### config.mk
export PLATFORM = sky130hd
export DESIGN_NAME = cpu_bus_ctrl
export DESIGN_NICKNAME = d
export VERILOG_FILES = /design/src/rtl/cpu_bus_ctrl.sv
export SDC_FILE = /design/constraint.sdc
export NUM_CORES = 1
export LEC_CHECK = 0
export ABC_AREA = 1
export CAP_MARGIN = 10
export CORE_UTILIZATION = 43
export CTS_BUF_LIST = sky130_fd_sc_hd__clkbuf_4 sky130_fd_sc_hd__clkbuf_8 sky130_fd_sc_hd__clkbuf_16
export CTS_CLUSTER_SIZE = 24
export DETAILED_ROUTE_END_ITERATION = 7
export PLACE_DENSITY = 0.86
export SKIP_CTS_REPAIR_TIMING = 1
export SLEW_MARGIN = 20
export SYNTH_ARGS = -nofsm -noshare
export SYNTH_HDL_FRONTEND = slang
export SYNTH_SLANG_ARGS = --single-unit
### constraint.sdc
create_clock -name clk -period 2.8 [get_ports clk]
set_clock_uncertainty 0.05 [all_clocks]
set_input_delay 0.42 -clock clk [delete_from_list [all_inputs] [get_ports clk]]
set_output_delay 0.42 -clock clk [all_outputs]
set_load 0.01 [all_outputs]
### src/rtl/cpu_bus_ctrl.sv
// CPU-side bus controller: decodes ROM/RAM/I/O/unmapped space, inserts per-region read wait
// states behind a registered ready/data handshake, and posts writes as one-cycle strobes.
module cpu_bus_ctrl #(
    parameter int unsigned ROM_WAIT = 1,
    parameter int unsigned RAM_WAIT = 1,
    parameter int unsigned IO_WAIT  = 2,
    parameter logic [7:0]  OPEN_BUS = 8'hFF
) (
    input  logic        clk,
    input  logic        reset,
    input  logic [15:0] cpu_addr,
    input  logic        cpu_rd_req,
    input  logic        cpu_wr_en,
    input  logic [7:0]  cpu_wr_data,
    output logic [7:0]  cpu_rd_data,
    output logic        cpu_ready,
    output logic        prot_err,
    output logic [12:0] rom_addr,
    input  logic [7:0]  rom_q,
    output logic [14:0] ram_addr,
    output logic [7:0]  ram_wr_data,
    output logic        ram_we,
    input  logic [7:0]  ram_q,
    output logic [7:0]  io_addr,
    output logic [7:0]  io_wr_data,
    output logic        io_wr_en,
    output logic        io_rd_en,
    input  logic [7:0]  io_rd_data
);

    localparam int unsigned CntW = 8;

    typedef enum logic [1:0] {StIdle, StWait, StDone} state_e;
    typedef enum logic [1:0] {RgnRam, RgnIo, RgnRom, RgnNone} region_e;

    function automatic region_e decode(input logic [15:0] a);
        if (!a[15])                 return RgnRam;
        else if (a[15:8] == 8'h90)  return RgnIo;
        else if (a[15:13] == 3'b111) return RgnRom;
        else                        return RgnNone;
    endfunction

    function automatic logic [CntW-1:0] wait_for(input region_e r);
        case (r)
            RgnRam:  return CntW'(RAM_WAIT);
            RgnIo:   return CntW'(IO_WAIT);
            RgnRom:  return CntW'(ROM_WAIT);
            default: return '0;
        endcase
    endfunction

    state_e          state_q, state_d;
    region_e         region_q, region_d, req_region;
    logic [CntW-1:0] cnt_q, cnt_d;
    logic [7:0]      rd_data_q, rd_data_d;
    logic            ready_q, ready_d;
    logic            err_q, err_d;
    logic [12:0]     rom_addr_q, rom_addr_d;
    logic [14:0]     ram_addr_q, ram_addr_d;
    logic [7:0]      io_addr_q, io_addr_d;
    logic [7:0]      ram_wdata_q, ram_wdata_d;
    logic [7:0]      io_wdata_q, io_wdata_d;
    logic            ram_we_q, ram_we_d;
    logic            io_wr_en_q, io_wr_en_d;
    logic            io_rd_en_q, io_rd_en_d;

    assign req_region = decode(cpu_addr);

    always_comb begin
        state_d     = state_q;
        region_d    = region_q;
        cnt_d       = cnt_q;
        rd_data_d   = rd_data_q;
        ready_d     = ready_q;
        err_d       = err_q;
        rom_addr_d  = rom_addr_q;
        ram_addr_d  = ram_addr_q;
        io_addr_d   = io_addr_q;
        ram_wdata_d = ram_wdata_q;
        io_wdata_d  = io_wdata_q;
        ram_we_d    = 1'b0;
        io_wr_en_d  = 1'b0;
        io_rd_en_d  = 1'b0;

        case (state_q)
            StIdle, StDone: begin
                state_d = StIdle;
                if (cpu_wr_en || cpu_rd_req) begin
                    rom_addr_d = cpu_addr[12:0];
                    ram_addr_d = cpu_addr[14:0];
                    io_addr_d  = cpu_addr[7:0];
                end
                // A write wins over a simultaneous read; the read is dropped and flagged.
                if (cpu_wr_en) begin
                    ram_wdata_d = cpu_wr_data;
                    io_wdata_d  = cpu_wr_data;
                    ram_we_d    = (req_region == RgnRam);
                    io_wr_en_d  = (req_region == RgnIo);
                    if (cpu_rd_req) err_d = 1'b1;
                end else if (cpu_rd_req) begin
                    region_d   = req_region;
                    cnt_d      = wait_for(req_region);
                    ready_d    = 1'b0;
                    io_rd_en_d = (req_region == RgnIo);
                    state_d    = StWait;
                end
            end
            StWait: begin
                if (cpu_rd_req || cpu_wr_en) err_d = 1'b1;
                if (cnt_q == '0) begin
                    case (region_q)
                        RgnRam:  rd_data_d = ram_q;
                        RgnIo:   rd_data_d = io_rd_data;
                        RgnRom:  rd_data_d = rom_q;
                        default: rd_data_d = OPEN_BUS;
                    endcase
                    ready_d = 1'b1;
                    state_d = StDone;
                end else begin
                    cnt_d = cnt_q - CntW'(1);
                end
            end
            default: state_d = StIdle;
        endcase
    end

    always_ff @(posedge clk) begin
        if (reset) begin
            state_q     <= StIdle;
            region_q    <= RgnNone;
            cnt_q       <= '0;
            rd_data_q   <= 8'h00;
            ready_q     <= 1'b1;
            err_q       <= 1'b0;
            rom_addr_q  <= '0;
            ram_addr_q  <= '0;
            io_addr_q   <= '0;
            ram_wdata_q <= '0;
            io_wdata_q  <= '0;
            ram_we_q    <= 1'b0;
            io_wr_en_q  <= 1'b0;
            io_rd_en_q  <= 1'b0;
        end else begin
            state_q     <= state_d;
            region_q    <= region_d;
            cnt_q       <= cnt_d;
            rd_data_q   <= rd_data_d;
            ready_q     <= ready_d;
            err_q       <= err_d;
            rom_addr_q  <= rom_addr_d;
            ram_addr_q  <= ram_addr_d;
            io_addr_q   <= io_addr_d;
            ram_wdata_q <= ram_wdata_d;
            io_wdata_q  <= io_wdata_d;
            ram_we_q    <= ram_we_d;
            io_wr_en_q  <= io_wr_en_d;
            io_rd_en_q  <= io_rd_en_d;
        end
    end

    assign cpu_rd_data = rd_data_q;
    assign cpu_ready   = ready_q;
    assign prot_err    = err_q;
    assign rom_addr    = rom_addr_q;
    assign ram_addr    = ram_addr_q;
    assign io_addr     = io_addr_q;
    assign ram_wr_data = ram_wdata_q;
    assign io_wr_data  = io_wdata_q;
    assign ram_we      = ram_we_q;
    assign io_wr_en    = io_wr_en_q;
    assign io_rd_en    = io_rd_en_q;

endmodule

# Word-level counts from Yosys, hierarchy flattened
# Cells that the tools add are included.
# word_totals
ff_bits,69
output_inout_bits,65
inputBits,52
# classes
n_reduce_logical,17
n_mux,21
bitwise,3
add_sub_neg,1
n_eq_ne,14
# op_table
operator,n
$mux 8,3
$pmux 8 s3,1
$pmux 8 s2,1
$ne 2x2->1 const B,6
$reduce_and 4->1,3
$mux 1,9
$eq 8x8->1 const B,1
$logic_not 8->1,1
$pmux 2 s2,2
$sub 8x1->8 const B,1
$eq 2x1->1 const B,3
$eq 2x2->1 const B,3
$logic_not 2->1,3
$mux 2,3
$reduce_and 2->1,3
$pmux 1 s2,2
$reduce_or 2->1,2
$reduce_or 4->1,1
$eq 3x3->1 const B,1
$not 1->1,3
$reduce_and 3->1,1
$reduce_or 3->1,1
$reduce_bool 2->1,1
$logic_or 1x1->1,1

# Logic depth before layout (Yosys ltp)
# Gate-level depths: netlist (run 1).
# depth
ltp_word,10
mapped_depth,9
mapped_depth_nobuf,9

# Worst setup path before layout (run 1)
# No wires, ideal clock.
# synth_path
path_type,register to register
start,register cnt_q[0]
end,register cnt_q[7]
stages_incl_launch_ff,10
setup_ps,128
setup_slack_ps,1404
arrival_ps,1218
period_less_slack_ps,1396
required_time_ps,2622
cell_sequence,dfxtp_1 > inv_1 > ha_1 > nand3_1 > nor2_2 > nor2_1 > nor2_4 > nor2_1 > nor2_1 > nor2_1
# synth_between
elab_chain_len,3
# synth_lines
item,line,source
"start, declared",54,"logic [CntW-1:0] cnt_q, cnt_d;"
"start signal, assigned",146,cnt_q <= cnt_d;
$sub 8x1->8 or $logic_not 8->1 (tied branches),"120, 110",
$mux 8 or $ne 2x2->1 (tied branches),-,
$pmux 8 s2 or $reduce_and 4->1 (tied branches),-,
# Parallel ways exist; a longest one is shown, timed or not. The select of a mux whose other input is x is not followed.
# A chain may end at the register's enable or synchronous reset.

==> results of run 1 <==
[placed cells by master (no fill, tap or decap), types with 2 or more instances in the layout]
cell type and instances:
nor3_1 6, nand2_1 72, dfxtp_1 48, a21oi_1 8, ha_1 2, clkbuf_8 6, inv_1 16, o21ai_0 37
inv_2 2, nor2_4 2, clkdlybuf4s50_1 116, nor2_1 66, nand3_1 17, nor2_2 4, nand4_1 2, buf_4 3
[worst paths after layout]
kind	startpoint	end	slack [ns]
hold reg to reg	cpu_rd_data[4]$_SDFFE_PP0P_	cpu_rd_data[4]$_SDFFE_PP0P_	0.41
setup reg to reg	cnt_q[0]$_SDFFE_PP0P_	cnt_q[1]$_SDFFE_PP0P_	1.21
setup / recovery	reset	cpu_rd_data[0]$_SDFFE_PP0P_	1.03
hold / removal	cpu_rd_data[4]$_SDFFE_PP0P_	cpu_rd_data[4]$_SDFFE_PP0P_	0.41
[layout make-up]
cell class | count | area share (%)
inverter | 19 | 2.10
tap | 67 | 2.47
clock inverter | 2 | 1.14
timing repair buffer | 119 | 34.8
clock buffer | 6 | 2.43
sequential | 48 | 28.3
multi-input combinational | 220 | 28.8
[worst max-delay path, cell delays in order]
cell and delay, ns:
clkdlybuf4s50_1 0.40, buf_4 0.19, inv_1 0.53, nand2_1 0.14, inv_2 0.17, nand2_1 0.07
nand2_1 0.07
[layer usage]
layer	wire length, µm	vias to the layer above	track usage, %
met4	112	0	11.7
met2	3070	96	40.2
li1	-	1174	-
met5	0	-	0
met1	2430	1081	26.0
met3	385	10	3.93
[metrics by stage]
step	area, µm²	setup WS [ns]	hold WS, ns	cells
after floorplan	2250	1.40	0.410	323
after global placement	3280	0.757	0.380	473
after detailed placement	3280	0.718	0.386	473
after CTS	3400	1.04	0.407	481
after global routing	3400	0.843	0.432	481
final	3400	1.03	0.407	481
[flip-flops by register name, summed over array words and instances, names as in the netlist]
register	cells
cnt_q	8
cpu_rd_data	8
cpu_ready	1
io_rd_en	1
io_wr_data	8
io_wr_en	1
prot_err	1
ram_addr	3
ram_we	1
region_q	2
rom_addr	12
state_q	2
[power groups by stage]
stage / logic, µW / registers (µW) / clock network [µW]
2_1_floorplan: 202 / 792 / 0
3_3_place_gp: 413 / 782 / 0
3_5_place_dp: 421 / 784 / 0
4_1_cts: 424 / 770 / 539
5_1_grt: 459 / 776 / 568
6_report: 421 / 769 / 535
[kinds of logic (layout without fill, tap and decap cells)]
logic type / Yosys count / in the layout
AOI/OAI and AO/OA: 47 / 47
adders and majority gates: 2 / 2
and+or+nand+nor: 169 / 169
DFF: 48 / 48
xor gates and xnor gates: 2 / 2
buffers and inverters: 55 / 146
==> metrics.yaml, run 1 <==
clk_pin_slew_worst_paths_ns: 0.09
place.gp.congestion: 0.838
tightest_slew_ns: 0.695
rsz0062_at_grt: "false"
final.fill_count: 407
yosys.area.top_type: "dfxtp_1"
holdPathStages: 2
fin_setup_tns_ns: 0
die_h_um: 74.4
period_needed_ns: 1.77
pwr-share-seq_pct: 44.6
io_buffers: 116
min_period_over_period_pct: 63.3
synth_nets: 377
worst_ir_drop_vdd_mv: 0.298
ant_nets: 0
pwr_density_cell_nw_per_um2: 508
cp_max_fo: 28
synthAdderAreaFrac_pct: 1.11
cts_tree: "done"
multi_input_area_um2: 977
synthMuxAreaShare_pct: 0
via_count: 2361
remaining_drc_errors: 0
dp_hpwl_um: 4340
die_w_um: 74.4
clock_sinks: 48
synth-edff-count: 0
power_switching_uw: 468
worst_setup_path_start_kind: "primary input"
slew-limit-headroom_pct: 53.6
ys_top_cells_by_area: "dfxtp_1, nand2_1, nor2_1"
cts_htree_levels: 2
setup_viol: 0
post_drt_wl_per_cell_um: 12.5
synth.most_common_cell: "nand2_1"
clk_latency_ns: 0.31
cts-root-buf: "clkbuf_8"
worstPathRequired_ns: 3.01
regArea_um2: 961
antenna_cells: 0
r2r_cells: 9
end_kind: "register"
final_layout_size_suffix_gt1_share_pct: 4.83
p_sw_share_pct: 27.1
nNetsFinal: 467
fmax_mhz: 564
total_power_uw: 1730
yosysTopAreaCellShare_pct: 42.6
design.die.area_um2: 5530
ys_top_cells_by_count: "nand2_1, nor2_1, dfxtp_1"
synth_seq_area_share_pct: 42.6
synth-simple-area-share_pct: 30.8
core_um2: 4880
cts_buffers: 5
synth.yosys.warnings: 0
antenna_found_initial: 0
syn_to_final_growth_pct: 50.8
routed_wl_um: 5990
maxCapViolCount: 0
combPwrFrac_pct: 24.4
grt_use_total_pct: 22.7
arrival_ns: 1.98
start_util_pct: 46.2
status: "finished, final reports clean"
drt_iter0_drc: 98
synth-seq-cells: 48
netlist_area_um2: 2250
cts.path.max_buffers: 2
core.rowCount: 25
drv_slew: 0
synth.avg_cell_area_um2: 6.98
grt_max_degree: 29
p_int_uw: 1260
min_path_type: "register to register"
io_pins: 117
synth_compound_area_share_pct: 10.7
worstSetupPathType: "primary input to register"
synth_xor_area_share_pct: 0.777
synth_top_family_by_area: "simple AND/OR/NAND/NOR gates"
grt_pass1_wl_um: 9580
first_pass_iters: 4
synth_ff_type: "dfxtp_1"
grt_pass1_vias: 2234
p_leak_uw: 0.00141
vias_per_cell: 4.91
grt-ovfl-total: 0
synthArstFlopShare_pct: 0
clkPwrFrac_pct: 31.0
fin_util_pct: 69.6
ys_types: 20
hold_viol_final: 0
synthCells: 323
(Power assumes the default switching activity.)
==> run 2: changes to the inputs <==
--- a/config.mk
+++ b/config.mk
@@ -7,11 +7,11 @@
 export LEC_CHECK = 0
 export ABC_AREA = 1
 export CAP_MARGIN = 10
-export CORE_UTILIZATION = 43
+export CORE_UTILIZATION = 36
 export CTS_BUF_LIST = sky130_fd_sc_hd__clkbuf_4 sky130_fd_sc_hd__clkbuf_8 sky130_fd_sc_hd__clkbuf_16
 export CTS_CLUSTER_SIZE = 24
 export DETAILED_ROUTE_END_ITERATION = 7
-export PLACE_DENSITY = 0.86
+export PLACE_DENSITY = 0.77
 export SKIP_CTS_REPAIR_TIMING = 1
 export SLEW_MARGIN = 20
 export SYNTH_ARGS = -nofsm -noshare
==> constraint.sdc (replaced) <==
create_clock -name clk -period 1.5 [get_ports clk]
set_clock_uncertainty 0.05 [all_clocks]
set_input_delay 0.225 -clock clk [delete_from_list [all_inputs] [get_ports clk]]
set_output_delay 0.225 -clock clk [all_outputs]
set_load 0.01 [all_outputs]
==> run 2 against run 1 <==
  * Die area up 19%
  * Non-clock buffer count up 16
  * Critical path depth down 6
  * Final cell count up 5.4%
  * Sequential power up 87%
  * Core utilization down 7.1 points
  * Flip-flop and latch count unchanged
  * Highest routed layer unchanged
  * Critical path type is now register to output pin
  * Routed wire length up 10%
  * Register-to-register slack worse by 1.2 ns
  * Power up 88%
  * Global-route usage down 3.3 points
==> metrics.yaml, run 2 (synthesized netlist as in run 1, its figures left out) <==
fin_util_pct: 62.6  # was 69.6%
period_needed_ns: 1.47
grt_pass1_vias: 2180  # was 2234
p_sw_share_pct: 27.3  # was 27.1%
cts.path.max_buffers: 2  # unchanged
clkPwrFrac_pct: 30.3  # was 31.0%
core_um2: 5990  # was 4880 µm²
syn_to_final_growth_pct: 66.3  # was 50.8%
die_w_um: 81.1  # was 74.4 µm
p_leak_uw: 0.00225  # was 0.00141 µW
worst_path_max_delay_cell: "clkdlybuf4s50_1"  # was inv_1
fmax_mhz: 678
setup_viol: 0  # unchanged
via_count: 2458  # was 2361
power_switching_uw: 888  # was 468 µW
final_layout_size_suffix_gt1_share_pct: 12.5  # was 4.83%
status: "finished, final reports clean"  # unchanged
arrival_ns: 1.20  # was 1.98 ns
slew-limit-headroom_pct: 67.6  # was 53.6%
min_path_type: "register to register"  # unchanged
design.die.area_um2: 6580  # was 5530 µm²
post_drt_wl_per_cell_um: 13.0  # was 12.5 µm
start_util_pct: 37.6  # was 46.2%
rsz0062_at_grt: "true"  # was false
worst_setup_path_start_kind: "register"  # was primary input
cp_top_family: "buffers and inverters"  # unchanged
crit_chain: "clkdlybuf4s50_1"  # was clkdlybuf4s50_1 -> buf_4 -> inv_1 -> nand2_1 -> inv_2 -> nand2_1 -> nand2_1
combPwrFrac_pct: 25.6  # was 24.4%
largest_reg_flops: 12  # unchanged
reg2reg_setup_slack_ns: 0.04  # was 1.21 ns
most-common-layout-cells: "nand2_1, nor2_1, clkdlybuf4s50_1"  # was clkdlybuf4s50_1, nand2_1, nor2_1
io_buffers: 116  # unchanged
ant_nets: 0  # unchanged
min_to: "cpu_rd_data[5]$_SDFFE_PP0P_"  # was cpu_rd_data[4]$_SDFFE_PP0P_
cts_buffers: 5  # unchanged
worstPathRequired_ns: 1.22  # was 3.01 ns
min_period_over_period_pct: 98.3
fin_cells: 507  # was 481
cts_htree_levels: 2  # unchanged
pwr-share-seq_pct: 44.2  # was 44.6%
drt_iter0_drc: 150  # was 98
dp_hpwl_um: 4530  # was 4340 µm
holdCritStartpoint: "cpu_rd_data[5]$_SDFFE_PP0P_"  # was cpu_rd_data[4]$_SDFFE_PP0P_
final_common_cell: "nand2_1"  # was clkdlybuf4s50_1
vias_per_cell: 4.85  # was 4.91
antenna_cells: 0  # unchanged
final.fill_count: 491  # was 407
drv_slew: 0  # unchanged
end_kind: "output pin"  # was register
cp.buffers_inverters: 1  # was 4
core.rowCount: 28  # was 25
reg2reg_to: "cpu_rd_data[7]$_SDFFE_PP0P_"  # was cnt_q[1]$_SDFFE_PP0P_
cp_max_fo: 3  # was 28
antenna_found_initial: 0  # unchanged
cts_tree: "done"  # unchanged
r2r-start: "cnt_q[0]$_SDFFE_PP0P_"  # unchanged
routed_wl_um: 6600  # was 5990 µm
grt_pass1_wl_um: 9830  # was 9580 µm
clock_sinks: 48  # unchanged
hold_viol_final: 0  # unchanged
remaining_drc_errors: 0  # unchanged
io_pins: 117  # unchanged
place.gp.congestion: 0.812  # was 0.838
grt_use_total_pct: 19.4  # was 22.7%
nNetsFinal: 485  # was 467
first_pass_iters: 4  # unchanged
holdPathStages: 2  # unchanged
cts-root-buf: "clkbuf_8"  # unchanged
worst_ir_drop_vdd_mv: 0.473  # was 0.298 mV
total_power_uw: 3250  # was 1730 µW
pwr_density_cell_nw_per_um2: 868  # was 508 nW/µm²
max_stage_delay_ns: 0.53  # about the same
p_int_uw: 2360  # was 1260 µW
clk_pin_slew_worst_paths_ns: 0.09  # about the same
tightest_slew_ns: 0.485  # was 0.695 ns
worstSetupPathType: "register to output pin"  # was primary input to register
r2r_cells: 9  # unchanged
dp_cells: 495  # was 473
maxCapViolCount: 0  # unchanged
grt-ovfl-total: 0  # unchanged
grt_max_degree: 27  # was 29
die_h_um: 81.1  # was 74.4 µm
clk_latency_ns: 0.30  # was 0.31 ns
-- run 2: cell count changes in the layout (fill, tap and decap cells not counted), moves of 2 or more --
cell / before / now
clkdlybuf4s50_1: 116 / 64
buf_4: 3 / 18
nor2_1: 66 / 64
dfxtp_2: 0 / 10
dfxtp_1: 48 / 38
dlymetal6s2s_1: 0 / 52
nor2_4: 2 / 5
-- run 2: final cells by class --
cell class              count  area (µm²)  area share, %
clock buffers               6        82.6           2.20
flip-flops and latches     48         973           26.0
clock inverters             2        38.8           1.04
well taps                  75        93.8           2.50
multi-input cells         222        1040           27.8
repair buffers            135        1450           38.6
inverters                  19        71.3           1.90
-- run 2: stage by stage --
step,cell area (µm²),TNS (ns),hold WS (ns),worst slack [ns]
2_1_floorplan,2250,0,0.247,0.104
3_5_place_dp,3400,-2.39,0.381,-0.184
5_1_grt,3750,-0.450,0.421,-0.0548
3_3_place_gp,3400,-1.49,0.377,-0.108
4_1_cts,3530,-0.867,0.400,-0.0531
6_report,3750,0,0.396,0.0253
-- run 2: power by group through the flow --
stage | clock [µW] | sequential [µW] | combinational (µW)
2_1_floorplan | 0 | 1480 | 377
3_3_place_gp | 0 | 1460 | 812
3_5_place_dp | 0 | 1460 | 822
4_1_cts | 1000 | 1430 | 830
5_1_grt | 1060 | 1450 | 902
6_report | 984 | 1440 | 832
-- run 2: how the worst max path moves through the flow --
stage	startpoint	to	slack (ns)	depth (start not counted)
floorplan	cnt_q[0]$_SDFFE_PP0P_	cnt_q[7]$_SDFFE_PP0P_	0.10	9
global placement	cpu_wr_en	io_wr_data[3]$_SDFFE_PP0P_	-0.11	7
detailed placement	cpu_wr_en	io_wr_data[0]$_SDFFE_PP0P_	-0.18	7
CTS	io_wr_data[0]$_SDFFE_PP0P_	ram_wr_data[0]	-0.05	1
global route	cnt_q[0]$_SDFFE_PP0P_	cpu_rd_data[7]$_SDFFE_PP0P_	-0.05	9
finish	rom_addr[11]$_SDFFE_PP0P_	rom_addr[11]	0.03	1
-- run 2: worst register-to-register path, delay by kind of cell (launching register included) --
family	cells	cell delay [ns]
flops	1	0.34
fa+ha+maj	1	0.17
buf+inv	2	0.17
simple gates	6	0.63
-- run 2: routing by layer --
metal | track usage [%] | share of wire, %
met5 | 0 | 0
met2 | 32.3 | 49
met4 | 7.32 | 2.2
met3 | 4.61 | 6.8
met1 | 24.2 | 42
